===== config.mk =====
export PLATFORM = sky130hd
export DESIGN_NAME = pp_hop_wr
export DESIGN_NICKNAME = d
export VERILOG_FILES = /design/src/rtl/pp_hop_wr_pkg.sv /design/src/rtl/pp_hop_wr.sv
export SDC_FILE = /design/constraint.sdc
export NUM_CORES = 1
export LEC_CHECK = 0
export ABC_AREA = 0
export CAP_MARGIN = 20
export CORE_ASPECT_RATIO = 0.7
export CORE_MARGIN = 2
export CORE_UTILIZATION = 27
export CTS_BUF_LIST = sky130_fd_sc_hd__clkbuf_8
export DETAILED_ROUTE_END_ITERATION = 8
export GPL_TIMING_DRIVEN = 0
export PLACE_DENSITY = 0.81
export SYNTH_ARGS = -nofsm -noshare
export SYNTH_HDL_FRONTEND = slang
export SYNTH_SLANG_ARGS = --single-unit

===== constraint.sdc =====
create_clock -name clk -period 1.9 [get_ports clk]
set_input_delay 0.38 -clock clk [delete_from_list [all_inputs] [get_ports clk]]
set_output_delay 0.38 -clock clk [all_outputs]
set_load 0.03 [all_outputs]

===== src/rtl/pp_hop_wr_pkg.sv =====
// Shared types for the ping-pong hop writer: FSM states, buffer status encoding
// and the hop/meta field widths used across the packet-parser slice.
package pp_hop_wr_pkg;

  localparam int HOP_INFO_NBITS    = 16;
  localparam int PP_META_RCI_NBITS = 8;

  typedef enum logic [1:0] {
    ST_IDLE  = 2'd0,
    ST_CLR   = 2'd1,
    ST_WRITE = 2'd2,
    ST_DROP  = 2'd3
  } wr_state_e;

  typedef enum logic {
    BUF_FREE = 1'b0,
    BUF_BUSY = 1'b1
  } buf_status_e;

endpackage


===== src/rtl/pp_hop_wr.sv =====
// Writes one packet's hop records into one of two ping-pong hop FIFOs and
// emits the packet RCI once per packet; buffers are released by parse_done.
module pp_hop_wr
  import pp_hop_wr_pkg::*;
(
  input  logic                         clk,
  input  logic                         rst,
  input  logic                         hop_in_valid,
  input  logic                         hop_in_sop,
  input  logic                         hop_in_eop,
  input  logic [HOP_INFO_NBITS-1:0]    hop_in_data,
  input  logic [PP_META_RCI_NBITS-1:0] hop_in_rci,
  output logic                         hop_in_ready,
  output logic                         hop_fifo_reset0,
  output logic                         hop_fifo_reset1,
  output logic                         hop_fifo_wr0,
  output logic                         hop_fifo_wr1,
  output logic [HOP_INFO_NBITS-1:0]    hop_fifo_wdata0,
  output logic [HOP_INFO_NBITS-1:0]    hop_fifo_wdata1,
  input  logic                         hop_fifo_full0,
  input  logic                         hop_fifo_full1,
  input  logic                         parse_done0,
  input  logic                         parse_done1,
  output logic                         pp_meta_valid,
  output logic [PP_META_RCI_NBITS-1:0] pp_meta_rci,
  output logic                         proto_err
);

  wr_state_e   state_reg, state_next;
  logic        wptr_reg, wptr_next;
  logic        first_reg, first_next;
  buf_status_e buf_reg [2];

  logic [1:0] fifo_full;
  logic [1:0] parse_done;
  logic [1:0] clr_sel;
  logic       cur_busy;
  logic       ready;
  logic       clr_any;
  logic       wr_any;
  logic       meta;
  logic       perr;

  assign fifo_full  = {hop_fifo_full1, hop_fifo_full0};
  assign parse_done = {parse_done1, parse_done0};
  assign clr_sel    = {clr_any & wptr_reg, clr_any & ~wptr_reg};
  assign cur_busy   = (buf_reg[wptr_reg] == BUF_BUSY);

  // A buffer is claimed by its CLR cycle and released by the parser; the
  // claim can never coincide with a legitimate release of the same buffer.
  generate
    for (genvar gi = 0; gi < 2; gi++) begin : g_buf
      always_ff @(posedge clk) begin
        if (rst)
          buf_reg[gi] <= BUF_FREE;
        else if (clr_sel[gi])
          buf_reg[gi] <= BUF_BUSY;
        else if (parse_done[gi])
          buf_reg[gi] <= BUF_FREE;
      end
    end
  endgenerate

  always_ff @(posedge clk) begin
    if (rst) begin
      state_reg <= ST_IDLE;
      wptr_reg  <= 1'b0;
      first_reg <= 1'b0;
    end else begin
      state_reg <= state_next;
      wptr_reg  <= wptr_next;
      first_reg <= first_next;
    end
  end

  always_comb begin
    state_next = state_reg;
    wptr_next  = wptr_reg;
    first_next = first_reg;
    ready      = 1'b0;
    clr_any    = 1'b0;
    wr_any     = 1'b0;
    meta       = 1'b0;
    perr       = 1'b0;
    case (state_reg)
      ST_IDLE: begin
        if (hop_in_valid && !hop_in_sop) begin
          ready = 1'b1;
          perr  = 1'b1;
        end else if (hop_in_valid && !cur_busy) begin
          state_next = ST_CLR;
        end
      end
      ST_CLR: begin
        clr_any    = 1'b1;
        first_next = 1'b1;
        state_next = ST_WRITE;
      end
      ST_WRITE: begin
        if (hop_in_valid && hop_in_sop && !first_reg) begin
          ready = 1'b1;
          perr  = 1'b1;
        end else begin
          ready = ~fifo_full[wptr_reg];
          if (hop_in_valid && ready) begin
            wr_any     = 1'b1;
            first_next = 1'b0;
            meta       = first_reg & hop_in_sop;
            if (hop_in_eop) begin
              wptr_next  = ~wptr_reg;
              state_next = ST_IDLE;
            end
          end
        end
        // An early release still lets this cycle's beat land, then drains the rest.
        if (parse_done[wptr_reg] && state_next == ST_WRITE)
          state_next = ST_DROP;
      end
      ST_DROP: begin
        ready = 1'b1;
        if (hop_in_valid && hop_in_eop) begin
          wptr_next  = ~wptr_reg;
          state_next = ST_IDLE;
        end
      end
      default: state_next = ST_IDLE;
    endcase
  end

  assign hop_in_ready    = ready;
  assign hop_fifo_reset0 = clr_sel[0];
  assign hop_fifo_reset1 = clr_sel[1];
  assign hop_fifo_wr0    = wr_any & ~wptr_reg;
  assign hop_fifo_wr1    = wr_any & wptr_reg;
  assign hop_fifo_wdata0 = wr_any ? hop_in_data : '0;
  assign hop_fifo_wdata1 = wr_any ? hop_in_data : '0;
  assign pp_meta_valid   = meta;
  assign pp_meta_rci     = meta ? hop_in_rci : '0;
  assign proto_err       = perr;

endmodule


[Yosys cells after proc, flatten, opt, wreduce, memory -nomap -nowiden]
Memory sizes are Yosys's and may differ from the RTL's. A register that Yosys moved wholly into a read port is not among the register bits.
Index checks and enable logic that the tools add are counted.
Widths: inputs -> output; s select.
Storage, ports and cells
  flip-flop bits (word level): 4
  RAM bits: 2
  input bits: 33
  output and inout bits: 47
  word-level logic and storage cells: 99
  memories: 1
Operators by class
  $lt $le $gt $ge: 1
  equality and inequality tests: 10
  multiplexer cells: 57
  bitwise operators: 11
  reductions and logical operators: 16
Memory list
  buf_reg: depth 2, bits a word 1, read ports 1, clocked after Yosys merged registers in 1, wr ports 2, RTL line pp_hop_wr.sv:32  | buf_status_e buf_reg [2];
Operators by type and width (count)
  $mux 1: 42
  $mux 16: 1
  $mux 2: 8
  $ne 2x2->1 const B: 6
  $mux 8: 1
  $pmux 2 s4: 1
  $logic_and 1x1->1: 7
  $eq 2x2->1 const B: 3
  $pmux 1 s2: 3
  $reduce_and 3->1: 2
  $and 1x1->1: 5
  $reduce_and 5->1: 1
  $or 1x1->1: 4
  $reduce_bool 2->1: 2
  $logic_not 1->1: 3
  $pmux 1 s3: 1
  $eq 2x1->1 const B: 1
  $logic_not 2->1: 1
  $lt 1x2->1 const B: 1
  $not 1->1: 2

[Logic depth before layout (Yosys ltp)]
  depth in word-level cells: 11
  depth in mapped cells: 6
  gate-level depth less buffers: 3

[Worst setup path after synthesis]
No wires, ideal clock.
  path type: input to output
  start point: input hop_in_valid
  end point: output hop_fifo_wdata1[10]
  arrival: 1793 ps
  slack: -273 ps
  cell stages on the path: 6
  path through: buf_2 > nand3b_1 > a211oi_4 > clkbuf_2 > and2_1 > buf_4
Between the ends
  longest elaborated chain between the ends: 5
Ends and longest elaborated chain
  start, declared: RTL line pp_hop_wr.sv:8  | input logic hop_in_valid,
  $logic_and 1x1->1, on equally long branches: RTL line pp_hop_wr.sv:105, pp_hop_wr.sv:100
  $mux 1 or $logic_and 1x1->1 (tied branches): RTL line pp_hop_wr.sv:105, pp_hop_wr.sv:100
  $mux 1 (*): RTL line pp_hop_wr.sv:100  | if (hop_in_valid && hop_in_sop && !first_reg) begin
  $mux 1 (*): RTL line pp_hop_wr.sv:85  | case (state_reg)
  $mux 16 (*)
  end, declared: RTL line pp_hop_wr.sv:19  | output logic [HOP_INFO_NBITS-1:0] hop_fifo_wdata1,
Every way passes the cells marked *; elsewhere a longest branch is shown, timed or not.

[Worst setup path after layout]
  start point: input hop_fifo_full1
  end point: output hop_fifo_wdata1[14]
Between the ends
  longest elaborated chain between the ends: 8
Ends and longest elaborated chain
  start, declared: RTL line pp_hop_wr.sv:21  | input logic hop_fifo_full1,
  $mux 1 (implied by the code) (2 in series): RTL line pp_hop_wr.sv:104  | ready = ~fifo_full[wptr_reg];
  $not 1->1: RTL line pp_hop_wr.sv:104
  $logic_and 1x1->1: RTL line pp_hop_wr.sv:105  | if (hop_in_valid && ready) begin
  $mux 1: RTL line pp_hop_wr.sv:105
  $mux 1: RTL line pp_hop_wr.sv:100
  $mux 1: RTL line pp_hop_wr.sv:85
  $mux 16: RTL line pp_hop_wr.sv:136  | assign hop_fifo_wdata1 = wr_any ? hop_in_data : '0;
Every way passes these cells. The select of a mux whose other input is x is not followed.

==> implementation parameters <==
Parameter                              Value

Yosys
  Synthesized instance count ... 99
  Async set or reset register ratio after synthesis ... 0%
  Count of flip-flops with a built-in enable after synthesis ... 2
  Area share of xor/xnor cells in the synthesized design ... 0%
  Number of register bits inferred by synthesis ... 7
  Average cell area after synthesis ... 7.91 sq um
  Post-synthesis sequential area ratio ... 20.4%
  Simple-gate share of the synthesized area ... 42.8%
  Warning count from the yosys run ... 0
  Combinational family with the most area after synthesis ... simple AND/OR/NAND/NOR gates
  Compound-gate portion of the synthesized area ... 12.1%
  Mux cell area share after synthesis ... 4.63%
  Synth Area in Adders ... 0%
  Number of distinct library cells after synthesis ... 35
  Synthesized area ... 783 sq um
  Syn Nets ... 132
  Most frequently used flop master after synthesis ... dfxtp_1

Timing
  Post-Route Skew ... 0.00481 ns
  Fin. Hold Viols ... 0
  RSZ-0062 raised after global routing ... yes
  Final number of setup-violating endpoints ... 44
  Final critical delay including setup and external delays ... 2.10 ns
  Final clock period utilization by the worst path ... 111%
  Final worst setup slack ... -0.202 ns
  Max-slew violation count ... 0
  Timing-limited maximum frequency ... 0.476 GHz
  Worst-margin pin slew ... 0.418 ns
  Slew HR ... 72.1%

Critical path
  Endpoint class of the critical path ... primary output
  Required time of the critical path ... 1.52 ns
  Critical path depth in cells ... 8
  Worst endpoint data arrival time ... 1.72 ns
  Slowest CP cell ... mux2_4
  Last element of the critical path ... hop_fifo_wdata1[14]
  Total buffers and inverters traversed by the critical path ... 5
  Crit path launch ... hop_fifo_full1
  Largest stage delay on the critical path ... 0.28 ns
  Largest driver fanout on the critical path ... 6
  Register-to-Register Path Depth ... 5
  Category of the most critical setup path ... in2out
  Critical Path Most Common Cell ... buf_6
  Sort of element at the start of the critical path ... primary input
  Slack of the worst reg-to-reg path ... 0.25 ns
  Worst flop-to-flop path startpoint ... wptr_reg
  Largest delay contributor family on the critical path ... buffers and inverters
  Cell-by-cell listing of the critical path ... dlygate4sd2_1, mux2_4, a211oi_4, buf_6, buf_8, and2_4, buf_6, buf_6

GRT
  Vias in the first global route ... 1074
  Initial antenna violation count ... 0
  Overflow left after global routing ... 0
  Overall track demand over capacity in global routing ... 19.8%
  Pin count of the biggest net entering global routing ... 11
  Global-route wire length before repair ... 5.01 mm

Drt
  Drt drc ... 0
  Via Count ... 1101
  Drt initial violations ... 18
  Total length of routed wires ... 3.34 mm
  Via count normalized by instance count ... 4.73
  First-pass DRT Iterations ... 4
  Average detailed-routed wire length per instance ... 14.3 um
  Antenna Nets Post-Route ... 0

Pwr
  Leakage ... 0.934 nW
  Max rail drop VDD ... 0.529 mV
  Total power divided by cell area ... 417 nW/um^2

Flow run
  Number of max-cap violations ... 0

Min path
  Hold Crit Class ... in2reg

Floorplanning
  Total core area ... 2780 sq um
  Horiz. Die Dim ... 68.4 um
  Number of rows created at floorplan ... 16
  Die footprint ... 3350 sq um
  Top Ports ... 80
  Initial cell density of the core ... 28.1%
  Die H ... 49.1 um

Status
  Violated checks ... setup timing
  Status ... finished, violations left

Placement
  Worst setup slack before clock tree synthesis ... -1.18 ns
  Total half-perimeter wirelength after legalization and detailed placement ... 2.42 mm
  Placement Cell Area ... 1720 sq um
  Number of buffers added on ports ... 78
  RePlAce Congestion ... 0.833

Clock network
  Clk root buf ... clkbuf_8
  TritonCTS clock tree ... done
  Clock Sink Count ... 7
  Count of H-tree levels built during CTS ... 1
  TritonCTS Buffers ... 3
  Post-cts hold buffer count ... 0
  Worst skew pair latency ... 0.24 ns
  Maximum buffer depth of the clock tree ... 2
  Clk pin slew, worst setup/hold paths ... 0.04 ns

Final layout
  Fraction of final layout cells with drive strength greater than 1 ... 61.9%
  Most used cells in the layout excluding fill and tap cells ... buf_6 (64), clkdlybuf4s50_1 (28), and2_4 (25)
  Cell area after layout ... 1990 sq um
  Fill count ... 200
  Most common library cell in the layout ignoring fill and taps ... buf_6
  Syn-to-layout area delta ... 154%
  Diode count ... 0
  NumNets Final ... 231
[cells in the mapped netlist (all sizes together), types with 2 or more instances]
cell type | number | area share (%)
buf | 18 | 17
nand2 | 4 | 1.9
nand2b | 2 | 1.6
edfxtp | 2 | 7.7
dfxtp | 5 | 13
nor2b | 2 | 1.6
mux2 | 2 | 3.4
nand4 | 2 | 1.6
nand3 | 2 | 1.3
and2 | 26 | 21
o21ai | 3 | 1.9
clkbuf | 4 | 2.1
nand4b | 2 | 2.2
nor3 | 4 | 3.2
nor2 | 3 | 1.4
a21oi | 2 | 1.3
nor3b | 2 | 1.9
or3 | 2 | 1.6
[area by class of cell]
| cell class | count | area [sq um] | share of cell area [%] |
|---|---|---|---|
| multi-input combinational | 69 | 549 | 27.6 |
| tap | 36 | 45.0 | 2.26 |
| sequential | 7 | 163 | 8.17 |
| timing repair buffer | 95 | 968 | 48.6 |
| clock inverter | 1 | 3.75 | 0.189 |
| inverter | 1 | 3.75 | 0.189 |
| buffer | 21 | 216 | 10.9 |
| clock buffer | 3 | 41.3 | 2.07 |
[how the worst min path moves through the flow]
| stage | from | end | cells after the start |
|---|---|---|---|
| 2_1_floorplan | first_reg | first_reg | 2 |
| 3_3_place_gp | first_reg | first_reg | 2 |
| 3_5_place_dp | first_reg | first_reg | 2 |
| 4_1_cts | hop_in_valid | state_reg[0] | 3 |
| 5_1_grt | first_reg | first_reg | 2 |
| 6_report | hop_in_valid | state_reg[0] | 3 |
[per-stage QoR]
| step | setup TNS, ns | hold WS (ns) | cells | utilization, % | power (W) |
|---|---|---|---|---|---|
| detailed placement | -46.34 | 0.527 | 213 | 61.7 | 0.000563 |
| global route | -8.63 | 0.594 | 233 | 71.5 | 0.000871 |
| finish | -5.85 | 0.562 | 233 | 71.5 | 0.000830 |
| floorplan | -1.21 | 0.468 | 99 | - | 0.000406 |
| CTS | -12.45 | 0.558 | 230 | 68.8 | 0.000821 |
| global placement | -44.22 | 0.486 | 213 | 61.7 | 0.000549 |
[per-layer routing]
metal / track usage [%] / routed length, um / part of all wire (%) / up-vias
li1: - / - / - / 524
met1: 22.1 / 1370 / 41 / 512
met2: 36.2 / 1690 / 51 / 61
met3: 5.54 / 256 / 7.7 / 4
met4: 5.00 / 23 / 0.69 / 0
met5: 0 / 0 / 0 / -
[worst reg2reg max path: stages (launching register included)]
cell     delay (ns)
dfxtp_2        0.33
mux2_4         0.32
buf_4          0.16
buf_4          0.15
or4_4          0.51
nand4_1        0.11
[timing repair]
item / CTS / global route
pin swaps: 11 / 7
setup buffers: 11 / 4
endpoints found under the setup margin: 47 / 47
resized for setup: 320 / 34
gates cloned: 2 / 0
[cell families (layout without fill, tap and decap cells)]
family / after synthesis / count (layout)
buffers and inverters: 23 / 121
AOI/OAI and AO/OA: 12 / 12
and+or+nand+nor: 54 / 54
DFF: 7 / 7
muxes: 3 / 3
[power by group]
part	total [W]	internal [W]	leakage [nW]	switching, W
Combinational	0.000418	0.000217	0.843	0.000201
Sequential	0.000193	0.000176	0.0641	0.0000167
Clock	0.000219	0.000141	0.0269	0.0000784
Total	0.000830	0.000534	0.934	0.000296
Note: power is estimated with default switching activity, not from simulation.
